$ cat src/rtl/clk_div_pkg.sv
// ---------------------------------------------------------------------------
// clk_div_pkg
//
// Shared definitions for the run-time divide-by-N controller:
//   - state_e     : controller state (IDLE / RUN / DRAIN), 2-bit encoding
//   - DIV_MIN     : smallest legal divide ratio
//   - half_period : threshold below which the divided waveform is high
//
// No ports (package).
// ---------------------------------------------------------------------------
package clk_div_pkg;

    typedef enum logic [1:0] {
        IDLE  = 2'd0,
        RUN   = 2'd1,
        DRAIN = 2'd2
    } state_e;

    // Ratios below this are rejected; a ratio of 0 or 1 has no usable period.
    localparam int DIV_MIN = 2;

    // The helper is written at a fixed 32-bit width so that it can serve any
    // counter width up to 32 bits; callers cast to and from their own width.
    function automatic logic [31:0] half_period(input logic [31:0] div);
        return div >> 1;
    endfunction

endpackage

$ cat src/rtl/clk_div_counter.sv
// ---------------------------------------------------------------------------
// clk_div_counter
//
// Wrapping counter for the divide-by-N datapath. While enabled it counts
// 0 .. load_div-1 and then returns to 0. While disabled it holds its value.
//
// Ports:
//   clk      in   system clock, rising edge
//   rst_n    in   asynchronous active-low reset (count -> 0)
//   en       in   advance the counter this cycle
//   load_div in   current divide ratio D (>= 2)
//   count    out  registered count value, 0 .. D-1
//   wrap     out  count is at D-1 (last cycle of the period)
// ---------------------------------------------------------------------------
module clk_div_counter
    import clk_div_pkg::*;
#(
    parameter int CNT_W = 8
) (
    input  logic             clk,
    input  logic             rst_n,
    input  logic             en,
    input  logic [CNT_W-1:0] load_div,
    output logic [CNT_W-1:0] count,
    output logic             wrap
);

    logic [CNT_W-1:0] count_q;
    logic [CNT_W-1:0] count_d;

    // D is at least 2, so D-1 cannot underflow at CNT_W width.
    assign wrap  = (count_q == (load_div - CNT_W'(1)));
    assign count = count_q;

    always_comb begin
        count_d = count_q;
        if (en) begin
            if (wrap) begin
                count_d = '0;
            end else begin
                count_d = count_q + CNT_W'(1);
            end
        end
    end

    always_ff @(posedge clk or negedge rst_n) begin
        if (!rst_n) begin
            count_q <= '0;
        end else begin
            count_q <= count_d;
        end
    end

endmodule

$ cat src/rtl/clk_div_ctrl.sv
// ---------------------------------------------------------------------------
// clk_div_ctrl
//
// Run-time controller for a free-running divide-by-N counter. Start/stop are
// sequenced so that a period is never cut short, and new divide ratios are
// accepted over a valid/ready handshake but only take effect at a period
// boundary.
//
// Ports:
//   clk        in   system clock, rising edge
//   rst_n      in   asynchronous active-low reset
//   start      in   level; leave IDLE and begin counting
//   stop       in   level; finish the current period(s) and return to IDLE
//   cfg_valid  in   a new divide ratio is offered
//   cfg_div    in   offered divide ratio D
//   cfg_ready  out  a ratio can be accepted (no ratio is waiting)
//   cfg_err    out  one-cycle pulse: an accepted ratio was < 2 and dropped
//   count      out  live counter value, 0 .. D-1
//   div_out    out  divided waveform, high for the first D>>1 counts
//   tick       out  high during the last cycle of each period
//   busy       out  controller is not IDLE
// ---------------------------------------------------------------------------
module clk_div_ctrl
    import clk_div_pkg::*;
#(
    parameter int CNT_W   = 8,
    parameter int DIV_RST = 3
) (
    input  logic             clk,
    input  logic             rst_n,
    input  logic             start,
    input  logic             stop,
    input  logic             cfg_valid,
    input  logic [CNT_W-1:0] cfg_div,
    output logic             cfg_ready,
    output logic             cfg_err,
    output logic [CNT_W-1:0] count,
    output logic             div_out,
    output logic             tick,
    output logic             busy
);

    state_e           state_q;
    state_e           state_d;
    logic [CNT_W-1:0] active_div_q;
    logic [CNT_W-1:0] active_div_d;
    logic [CNT_W-1:0] pending_div_q;
    logic [CNT_W-1:0] pending_div_d;
    logic             pending_vld_q;
    logic             pending_vld_d;
    logic             cfg_err_q;
    logic             cfg_err_d;

    logic             running;
    logic             wrap;
    logic             period_end;
    logic             cfg_accept;
    logic             cfg_legal;
    logic [CNT_W-1:0] high_thresh;

    assign running    = (state_q != IDLE);
    assign period_end = running && wrap;
    assign cfg_ready  = !pending_vld_q;
    assign cfg_accept = cfg_valid && cfg_ready;
    assign cfg_legal  = (cfg_div >= CNT_W'(DIV_MIN));

    clk_div_counter #(
        .CNT_W    (CNT_W)
    ) u_counter (
        .clk      (clk),
        .rst_n    (rst_n),
        .en       (running),
        .load_div (active_div_q),
        .count    (count),
        .wrap     (wrap)
    );

    // Next-state logic. The counter is cleared by wrapping, so leaving DRAIN
    // only on period_end is what guarantees IDLE always starts from count 0.
    always_comb begin
        state_d = state_q;
        unique case (state_q)
            IDLE: begin
                if (start) begin
                    state_d = RUN;
                end
            end
            RUN: begin
                if (stop) begin
                    state_d = DRAIN;
                end
            end
            DRAIN: begin
                if (period_end) begin
                    state_d = IDLE;
                end
            end
            default: begin
                state_d = IDLE;
            end
        endcase
    end

    // Ratio holding. A ratio that arrives while idle can be used at once
    // since no period is in flight; otherwise it waits for the wrap edge.
    // Because acceptance requires an empty holding register, a swap at the
    // wrap and a new acceptance can never collide on the same register
    // value: a ratio accepted on a wrap cycle simply waits for the next wrap.
    always_comb begin
        active_div_d  = active_div_q;
        pending_div_d = pending_div_q;
        pending_vld_d = pending_vld_q;
        cfg_err_d     = cfg_accept && !cfg_legal;

        if (period_end && pending_vld_q) begin
            active_div_d  = pending_div_q;
            pending_vld_d = 1'b0;
        end

        if (cfg_accept && cfg_legal) begin
            if (state_q == IDLE) begin
                active_div_d = cfg_div;
            end else begin
                pending_div_d = cfg_div;
                pending_vld_d = 1'b1;
            end
        end
    end

    always_ff @(posedge clk or negedge rst_n) begin
        if (!rst_n) begin
            state_q       <= IDLE;
            active_div_q  <= CNT_W'(DIV_RST);
            pending_div_q <= '0;
            pending_vld_q <= 1'b0;
            cfg_err_q     <= 1'b0;
        end else begin
            state_q       <= state_d;
            active_div_q  <= active_div_d;
            pending_div_q <= pending_div_d;
            pending_vld_q <= pending_vld_d;
            cfg_err_q     <= cfg_err_d;
        end
    end

    // Outputs depend on registered state only.
    assign high_thresh = CNT_W'(half_period(32'(active_div_q)));
    assign busy        = running;
    assign tick        = period_end;
    assign div_out     = running && (count < high_thresh);
    assign cfg_err     = cfg_err_q;

endmodule

$ cat config.mk
export PLATFORM = sky130hd
export DESIGN_NAME = clk_div_ctrl
export DESIGN_NICKNAME = d
export VERILOG_FILES = /design/src/rtl/clk_div_pkg.sv /design/src/rtl/clk_div_counter.sv /design/src/rtl/clk_div_ctrl.sv
export SDC_FILE = /design/constraint.sdc
export NUM_CORES = 1
export LEC_CHECK = 0
export BUFFER_PORTS_ARGS = -buffer_cell sky130_fd_sc_hd__buf_2
export CAP_MARGIN = 15
export CORE_ASPECT_RATIO = 0.6
export CORE_MARGIN = 2
export CORE_UTILIZATION = 30
export DETAILED_ROUTE_END_ITERATION = 10
export GPL_TIMING_DRIVEN = 0
export PLACE_DENSITY = 0.52
export SLEW_MARGIN = 10
export SYNTH_ARGS = -nofsm -noshare
export SYNTH_HDL_FRONTEND = slang
export SYNTH_HIERARCHICAL = 1
export SYNTH_SLANG_ARGS = --single-unit
$ cat constraint.sdc
create_clock -name clk -period 5.7 [get_ports clk]
set_input_delay 0.285 -clock clk [delete_from_list [all_inputs] [get_ports clk]]
set_output_delay 0.285 -clock clk [all_outputs]
set_load 0.01 [all_outputs]
==> results of run 1 <==
==> state kept, by name, indices dropped and copies added (netlist names) <==
signal	cells
active_div_q	8
cfg_err	1
pending_div_q	8
pending_vld_q	1
state_q	2
u_counter/count	8
==> area by class of cell <==
class	instances	area share, %
clock buffers	3	1.91
clock inverters	1	1.39
repair buffers	25	5.78
plain buffers	5	2.31
inverters	14	2.43
flip-flops and latches	28	32.5
multi-input cells	120	48.8
well taps	84	4.86
==> power groups by stage <==
stage | clock, mW | sequential, mW | combinational (mW)
after global placement | 0 | 0.411 | 0.544
final | 0.159 | 0.406 | 0.551
after global routing | 0.172 | 0.423 | 0.611
after detailed placement | 0 | 0.411 | 0.551
after CTS | 0.166 | 0.407 | 0.554
after floorplan | 0 | 0.380 | 0.428
==> routing by layer <==
metal	share of wire [%]	wire (um)	vias up
met2	37	1450	25
met4	0.20	8	0
met3	3.6	139	2
li1	-	-	653
met5	0	0	-
met1	59	2320	605
==> synth_stat cells, types with 2 or more instances <==
cell,count
dfrtp_1,26
o22ai_2,2
ha_1,8
buf_6,2
nand3_1,5
a21oi_2,5
nand2b_1,6
o21ai_0,5
nor4_1,3
nand2_1,8
nand4_1,2
nor2_4,2
nor2_1,7
xnor2_1,5
inv_1,13
o21a_1,2
a2111oi_0,2
xor2_1,7
mux2_2,24
dfstp_2,2
a211oi_4,2
and2_1,2
==> metrics by stage <==
step	cell area, um2	hold slack (ns)	setup WS [ns]
2_1_floorplan	1860	-0.0106	2.98
5_1_grt	2160	0.0591	2.55
4_1_cts	2160	0.0411	2.68
6_report	2160	0.0135	2.70
3_3_place_gp	2090	0.359	2.71
3_5_place_dp	2090	0.356	2.71
==> path summary, 6_finish.rpt <==
check                                                  start                              to  slack, ns  depth (start not counted)
worst max-delay path               active_div_q[0]$_DFF_PN1_       active_div_q[3]$_DFF_PN0_       2.70                         11
worst min-delay path                                   rst_n       active_div_q[5]$_DFF_PN0_       0.01                          1
worst max register to register     active_div_q[0]$_DFF_PN1_       active_div_q[3]$_DFF_PN0_       2.70                         11
worst min register to register  pending_div_q[2]$_DFFE_PN0P_    pending_div_q[2]$_DFFE_PN0P_       0.51                          1
max in group asynchronous                              rst_n  u_counter/count[4]$_DFFE_PN0P_       5.26                          1
min in group clk                                       start          state_q[0]$_DFFE_PN0P_       0.24                          3
==> kinds of logic (layout without fill, tap and decap cells) <==
group | after synthesis | count (layout) | synth area share, %
AND/OR/NAND/NOR | 44 | 44 | 15.0
AO/OA/AOI/OAI | 30 | 30 | 14.8
flip-flops | 28 | 28 | 37.7
multiplexers | 25 | 25 | 15.0
buffers and inverters | 19 | 48 | 5.51
XOR/XNOR | 13 | 13 | 6.51
adder cells (fa/ha/maj) | 8 | 8 | 5.37
==> worst max-delay path, stage by stage, from the launching register on <==
cell      delay, ns
dfstp_2        0.61
inv_1          0.06
ha_1           0.20
clkbuf_8       0.16
xor2_1         0.17
o31ai_1        0.28
nand3_1        0.10
and4bb_1       0.28
buf_6          0.18
o211ai_2       0.25
mux2_2         0.34
mux2_2         0.26
==> impl_metrics.yaml, run 1 <==
placed_design:
  io_buffers: 25
  hpwl_um: 3040
  gp_congestion: 0.789
  post-place-cells: 276
timing:
  rsz0062_at_grt: "false"
  hold_violations: 0
  setup_viol: 0
  period_needed_ns: 3.00
  slew_headroom_pct: 46.7
  drv_slew: 0
  fin_crit_sh_pct: 52.7
  fmax_mhz: 333
  fin_skew_ns: 0.00572
  fin_tns_setup_ns: 0
  tightest_slew_ns: 0.779
min_path:
  hold_class: "in -> async"
cells_and_area:
  final_core_util_pct: 35.7
  regArea_um2: 703
  fin_cells: 280
  final_cell_mix: "dfrtp_1 (26), buf_2 (25), mux2_2 (24)"
  area_growth_pct: 16.2
  n_antenna_cell: 0
  n_fill_cell: 621
  nets: 218
  final_common_cell: "dfrtp_1"
  multi_input_area_um2: 1060
  layout-drive-gt1-share_pct: 39.8
floorplan:
  core_um2: 6060
  rows: 22
  die_area_um2: 6880
  floorplan.initialDensity_pct: 30.8
  pin_count: 26
  die_w_um: 106
  die-height_um: 65.0
pwr:
  switching_share_pct: 40.6
  p_leak_nw: 0.950
  ir_worst_vdd_v: 0.000212
  comb_power_share_pct: 49.4
  cellInternalPower_mw: 0.662
  pwr_density_cell_nw_per_um2: 515
  power_mw: 1.12
  p_sw_mw: 0.453
  p_clk_share_pct: 14.3
  sequentialPowerShare_pct: 36.4
global_route:
  grt_pass1_vias: 1128
  grtUsageTotal_pct: 11.7
  antenna_found_initial: 0
  overflow: 0
  globalRouteMet1Util_pct: 19.7
  grt_max_degree: 29
  grt_busiest_layer: "met1"
  met2_usage_pct: 14.8
  globalRouteMet3Util_pct: 2.82
  grt_pass1_wl_um: 6240
setup_path:
  path_max_fanout: 11
  worstPathRequired_ns: 5.87
  worstSetupPathType: "reg -> reg"
  cp.arrival_ns: 3.17
  setup.worst_path.end_class: "flip-flop"
  start_kind: "flip-flop"
yosys:
  ys_seq_area_share_pct: 37.7
  synth_area_per_cell_um2: 11.2
  synth_edf_count: 0
  yosysTopAreaCell: "dfrtp_1"
  syn_inst: 167
  synth_top_flop_cell: "dfrtp_1"
  synth_area_um2: 1860
  ys_ff_latch: 28
  synth.area.top_cells: "dfrtp_1 (35%), mux2_2 (15%), ha_1 (5.4%)"
  ys_types: 49
  synthesis.nets: 188
  ys_warn_count: 6
  ys_async_sr_fraction_pct: 100
  synth_top_area_share_pct: 34.9
cts:
  worstSkewPairLatency_ns: 0.28
  clock_sinks: 28
  cts_resized: 0
  clk_pin_slew_worst_paths_ns: 0.10
  cts_root_buf: "clkbuf_8"
  hold_buffers: 0
  htreeDepth: 1
  tritoncts: "built"
  clock_path_buffers: 2
  postCtsSetupRepairBufs: 0
  cts-buffers-inserted: 3
run:
  max-cap-violations: 0
routing:
  num_vias: 1285
  via_per_inst: 4.59
  drtAntennaViolNets: 0
  avgRoutedWirePerCell_um: 14.0
  drc_errors: 0
  dr.pass1.iters: 6
  totalWireLength_um: 3910
  drt_iter0_drc: 47
status:
  status: "finished clean"
(Power assumes the default switching activity.)
==> run 2, diff against run 1 <==
- PLACE_DENSITY: 0.52 -> 0.54
- clock period: 5.7 -> 2.45 ns (I/O delays scaled with it)
==> run 2 against run 1 <==
Against the previous run:
- the run now ends with setup timing left
- highest routed layer unchanged
- register-to-register slack lost 2.9 ns
- final cell count grew 2.1%
- clock-buffer cell count is the same
- power grew to 2.6 times the previous value
- largest power group unchanged
- design area grew 7.2%
- critical path type unchanged
- first-iteration DRC count grew 6.4%
==> impl_metrics.yaml, run 2 (same netlist as run 1, synthesis figures left out) <==
status:
  status: "finished, violations left"
  violations: "setup timing"
global_route:
  globalRouteMet3Util_pct: 2.92
  grt_busiest_layer: "met1"
  grt_max_degree: 29
  grtUsageTotal_pct: 13.2
  grt_pass1_wl_um: 7070
  met2_usage_pct: 18.2
  overflow: 0
  globalRouteMet1Util_pct: 21.1
  grt_pass1_vias: 1313
  antenna_found_initial: 0
run:
  max-cap-violations: 0
min_path:
  hold_class: "in -> reg"
cts:
  worstSkewPairLatency_ns: 0.29
  clock_path_buffers: 2
  cts-buffers-inserted: 3
  tritoncts: "built"
  clk_pin_slew_worst_paths_ns: 0.11
  htreeDepth: 1
  cts_root_buf: "clkbuf_8"
  clock_sinks: 28
timing:
  fin_tns_setup_ns: -1.49
  tightest_slew_ns: 0.688
  period_needed_ns: 2.64
  fin_skew_ns: 0.00718
  rsz0062_at_grt: "true"
  hold_violations: 0
  drv_slew: 0
  fin_crit_sh_pct: 108
  slew_headroom_pct: 53.0
  fmax_mhz: 378
  worst_slack_ns: -0.193
  setup_viol: 9
placed_design:
  place_area_um2: 2130
  io_buffers: 25
  gp_congestion: 0.737
  hpwl_um: 3080
  pre_cts_slack_ns: -0.372
setup_path:
  rr_startpoint: "active_div_q[0]$_DFF_PN1_"
  setup.worst_path.end_class: "flip-flop"
  cp.arrival_ns: 2.82
  path_max_fanout: 8
  worstRegToRegCells: 9
  crit_end: "active_div_q[3]$_DFF_PN0_"
  timing.critical_path.from: "active_div_q[0]$_DFF_PN1_"
  timing.reg2reg.setup_slack_ns: -0.19
  start_kind: "flip-flop"
  timing.rr.end: "active_div_q[3]$_DFF_PN0_"
  worstSetupPathType: "reg -> reg"
  worstPathRequired_ns: 2.63
cells_and_area:
  final_common_cell: "dfrtp_1"
  n_antenna_cell: 0
  postLayoutCellArea_um2: 2320
  layout-drive-gt1-share_pct: 46.5
  area_growth_pct: 24.5
  nets: 224
  final_cell_mix: "dfrtp_1 (26), buf_2 (24), mux2_2 (14)"
floorplan:
  core_um2: 6060
  pin_count: 26
  die_area_um2: 6880
  die_w_um: 106
  die-height_um: 65.0
  rows: 22
  floorplan.initialDensity_pct: 30.8
pwr:
  ir_worst_vdd_v: 0.000447
  p_clk_share_pct: 13.6
  sequentialPowerShare_pct: 33.6
  p_sw_mw: 1.17
  cellInternalPower_mw: 1.69
  p_leak_nw: 1.04
  power_mw: 2.86
  comb_power_share_pct: 52.8
  switching_share_pct: 40.9
  pwr_density_cell_nw_per_um2: 1230
routing:
  num_vias: 1362
  avgRoutedWirePerCell_um: 14.9
  totalWireLength_um: 4260
  drc_errors: 0
  drtAntennaViolNets: 0
  via_per_inst: 4.76
  dr.pass1.iters: 4
  drt_iter0_drc: 50
==> run 2: cell types whose count changed in the layout (fill, tap and decap cells not counted), moves of 2 or more <==
cell	before	now
buf_4	0	5
mux2_4	0	10
buf_6	2	4
nor4_1	3	1
mux2_2	24	14
inv_2	1	3
inv_1	13	11
==> run 2: metal layers <==
metal  wire length, um  part of all wire [%]
met5                 0                     0
met2              1720                    40
met1              2380                    56
met4                 8                  0.19
met3               150                   3.5
==> run 2: layout make-up <==
class	instances	area, um2
Buffer	3	25.0
Clock buffer	3	41.3
Clock inverter	1	30.0
Fill cell	632	3740
Inverter	14	52.6
Multi-Input combinational cell	120	1160
Sequential cell	28	703
Tap cell	84	105
Timing Repair Buffer	33	201
==> run 2: critical path, stage by stage (launching register included) <==
cell and delay, ns:
dfstp_2 0.57, buf_6 0.12, nor2_4 0.05, xnor2_1 0.12, a32o_2 0.27, a221oi_2 0.29, and4bb_4 0.30, o211ai_4 0.20
mux2_4 0.34, mux2_2 0.26
==> run 2: power by group through the flow <==
stage          clock (mW)  sequential (mW)  combinational (mW)
2_1_floorplan           0            0.899                1.04
3_3_place_gp            0            0.971                1.30
3_5_place_dp            0            0.979                1.32
4_1_cts             0.397            0.953                1.45
5_1_grt             0.417            0.999                1.67
6_report            0.388            0.961                1.51
==> run 2: worst min-delay path by stage <==
stage / start / to / slack (ns) / cells past startpoint
after CTS: cfg_div[0] / pending_div_q[0]$_DFFE_PN0P_ / 0.07 / 2
final: cfg_div[0] / active_div_q[0]$_DFF_PN1_ / 0.07 / 2
after floorplan: rst_n / active_div_q[2]$_DFF_PN0_ / -0.17 / 0
after global placement: rst_n / u_counter/count[4]$_DFFE_PN0P_ / 0.20 / 1
after global routing: cfg_div[0] / active_div_q[0]$_DFF_PN1_ / 0.07 / 2
after detailed placement: rst_n / u_counter/count[2]$_DFFE_PN0P_ / 0.20 / 1
==> run 2: repair_timing <==
item	in CTS	in global routing
resized for setup	5	11
setup buffers	7	0
hold endpoints to repair	26	0
pin swaps	5	6
endpoints found under the setup margin	9	10
hold buffers	1	0
==> run 2: metrics by stage <==
stage / hold slack [ns] / instances / util [%]
global placement: 0.198 / 276 / 35.2
global route: 0.0739 / 286 / 38.3
finish: 0.0699 / 286 / 38.3
floorplan: -0.173 / 167 / -
detailed placement: 0.202 / 276 / 35.2
CTS: 0.0688 / 287 / 37.7
==> run 3, diff against run 2 <==
- CORE_MARGIN: 2 -> 4
- SYNTH_HIERARCHICAL: 1 -> unset
==> run 3 against run 2 <==
Against the previous run:
- sequential cell count unchanged
- setup slack better by 0.26 ns
- highest routed layer unchanged
- sequential share of layout area up 4.5 points
- design area down 13%
- the run now ends clean
==> impl_metrics.yaml, run 3 <==
run:
  max-cap-violations: 0
floorplan:
  rows: 20
  pin_count: 26
  core_um2: 5200
  die_w_um: 104
  floorplan.initialDensity_pct: 31.8
  die_area_um2: 6810
  die-height_um: 65.5
routing:
  drtAntennaViolNets: 0
  drt_iter0_drc: 65
  via_per_inst: 5.09
  drc_errors: 0
  totalWireLength_um: 4160
  num_vias: 1359
  dr.pass1.iters: 4
  avgRoutedWirePerCell_um: 15.6
timing:
  fin_skew_ns: 0.00405
  period_needed_ns: 2.38
  slew_headroom_pct: 47.8
  setup_viol: 0
  fin_crit_sh_pct: 97.3
  rsz0062_at_grt: "true"
  tightest_slew_ns: 0.782
  fmax_mhz: 419
  drv_slew: 0
  hold_violations: 0
cts:
  tritoncts: "built"
  htreeDepth: 1
  clock_sinks: 28
  clk_pin_slew_worst_paths_ns: 0.10
  worstSkewPairLatency_ns: 0.28
  cts_root_buf: "clkbuf_8"
  clock_path_buffers: 2
  cts-buffers-inserted: 3
pwr:
  p_sw_mw: 0.628
  comb_power_share_pct: 39.6
  p_leak_nw: 0.964
  switching_share_pct: 39.9
  sequentialPowerShare_pct: 43.5
  pwr_density_cell_nw_per_um2: 779
  p_clk_share_pct: 16.9
  ir_worst_vdd_v: 0.000316
  power_mw: 1.57
  cellInternalPower_mw: 0.947
setup_path:
  worstPathRequired_ns: 2.33
  cp.arrival_ns: 2.26
  start_kind: "flip-flop"
  worstSetupPathType: "reg -> out"
  path_max_fanout: 6
  setup.worst_path.end_class: "output port"
yosys:
  ys_seq_area_share_pct: 42.5
  synth.area.top_cells: "dfrtp_1 (39%), mux2_2 (6.1%), ha_1 (6.0%)"
  synth_area_per_cell_um2: 10.1
  ys_warn_count: 0
  synth_top_flop_cell: "dfrtp_1"
  synth_most_common_cell: "dfrtp_1"
  ys_ff_latch: 28
  synth_compound_area_share_pct: 18.3
  synth_mux_area_share_pct: 6.73
  yosysTopAreaCell: "dfrtp_1"
  synth_area_um2: 1660
  synth-simple-area-share_pct: 17.1
  synthesis.nets: 185
  synthAdderAreaFrac_pct: 6.05
  synth_xor_area_share_pct: 5.29
  synthTopCellsByCount: "dfrtp_1 (26), nand2_1 (15), inv_1 (11), mux2_2 (9), ha_1 (8)"
  synth_top_area_share_pct: 39.3
  synth_edf_count: 0
  ys_async_sr_fraction_pct: 100
  ys_types: 41
  synth_top_family_by_area: "compound AO/OA/AOI/OAI gates"
  syn_inst: 164
cells_and_area:
  nets: 223
  n_antenna_cell: 0
  area_growth_pct: 22.1
  fin_cells: 267
  layout-drive-gt1-share_pct: 29.4
  final_common_cell: "dfrtp_1"
  final_cell_mix: "dfrtp_1 (26), buf_2 (24), nand2_1 (15)"
status:
  status: "finished clean"
global_route:
  grt_pass1_vias: 1290
  overflow: 0
  antenna_found_initial: 0
  grt_max_degree: 29
  grt_pass1_wl_um: 6770
  grtUsageTotal_pct: 12.5
placed_design:
  hpwl_um: 3140
  post-place-cells: 255
  io_buffers: 25
  gp_congestion: 0.763
min_path:
  hold_class: "in -> reg"
-- run 3: final cells by class --
cell class / count / area (um2)
Fill cell: 545 / 3180
Multi-Input combinational cell: 120 / 921
Sequential cell: 28 / 703
Timing Repair Buffer: 33 / 201
Tap cell: 66 / 82.6
Clock buffer: 4 / 45.0
Inverter: 12 / 45.0
Buffer: 4 / 22.5
-- run 3: final timing paths --
check                                                   from                              to  slack [ns]  cells past startpoint
worst max-delay path               active_div_q[1]$_DFF_PN1_                            tick        0.07                      8
worst min-delay path                                   start          state_q[0]$_DFFE_PN0P_        0.08                      3
worst max register to register     active_div_q[1]$_DFF_PN1_       active_div_q[3]$_DFF_PN0_        0.10                      9
worst min register to register  pending_div_q[2]$_DFFE_PN0P_       active_div_q[2]$_DFF_PN0_        0.51                      1
max in group asynchronous                              rst_n       active_div_q[3]$_DFF_PN0_        1.62                      2
min in group asynchronous                              rst_n  u_counter.count[2]$_DFFE_PN0N_        0.40                      2
-- run 3: power by group through the flow --
stage          registers (mW)  logic (mW)  clock network (mW)
3_5_place_dp            0.692       0.596                   0
6_report                0.684       0.624               0.266
2_1_floorplan           0.685       0.384                   0
5_1_grt                 0.710       0.687               0.303
4_1_cts                 0.680       0.606               0.285
3_3_place_gp            0.688       0.593                   0
-- run 3: cell families (layout without fill, tap and decap cells) --
kind of cell / Yosys count / after routing
compound gates: 40 / 40
xor+xnor: 10 / 10
fa+ha+maj: 8 / 8
buf+inv: 16 / 53
flops: 28 / 28
mux: 10 / 10
simple gates: 52 / 52
-- run 3: routing by layer --
layer | part of all wire [%] | track usage [%] | vias up
li1 | - | - | 681
met1 | 55 | 20.0 | 639
met2 | 39 | 16.7 | 37
met3 | 5.8 | 2.94 | 2
met4 | 0.31 | 1.49 | 0
met5 | 0 | 0 | -
-- run 3: timing repair --
action                                 in CTS  in global routing
pin swaps                                   1                  4
endpoints found under the hold margin      26                  0
setup buffers                               5                  2
gates resized for setup                     2                 10
hold buffers                                1                  0
setup endpoints to repair                  19                  7
-- run 3: metrics by stage --
step	hold WS, ns	setup slack (ns)	TNS, ns	area (um2)	utilization, %
6_report	0.0797	0.0659	0	2020	38.8
5_1_grt	0.0863	-0.0169	-0.0169	2020	38.8
4_1_cts	0.0721	0.0341	0	1960	37.7
3_5_place_dp	0.200	-0.350	-4.66	1860	35.8
3_3_place_gp	0.195	-0.334	-4.41	1860	35.8
2_1_floorplan	-0.173	0.0410	0	1660	-
-- run 3: worst max-delay path, stage by stage, from the launching register on --
cell and delay, ns:
dfstp_2 0.55, inv_2 0.05, ha_4 0.16, or3_1 0.34
a31o_1 0.21, nor4_4 0.26, buf_6 0.16, and2_4 0.15
buf_6 0.10
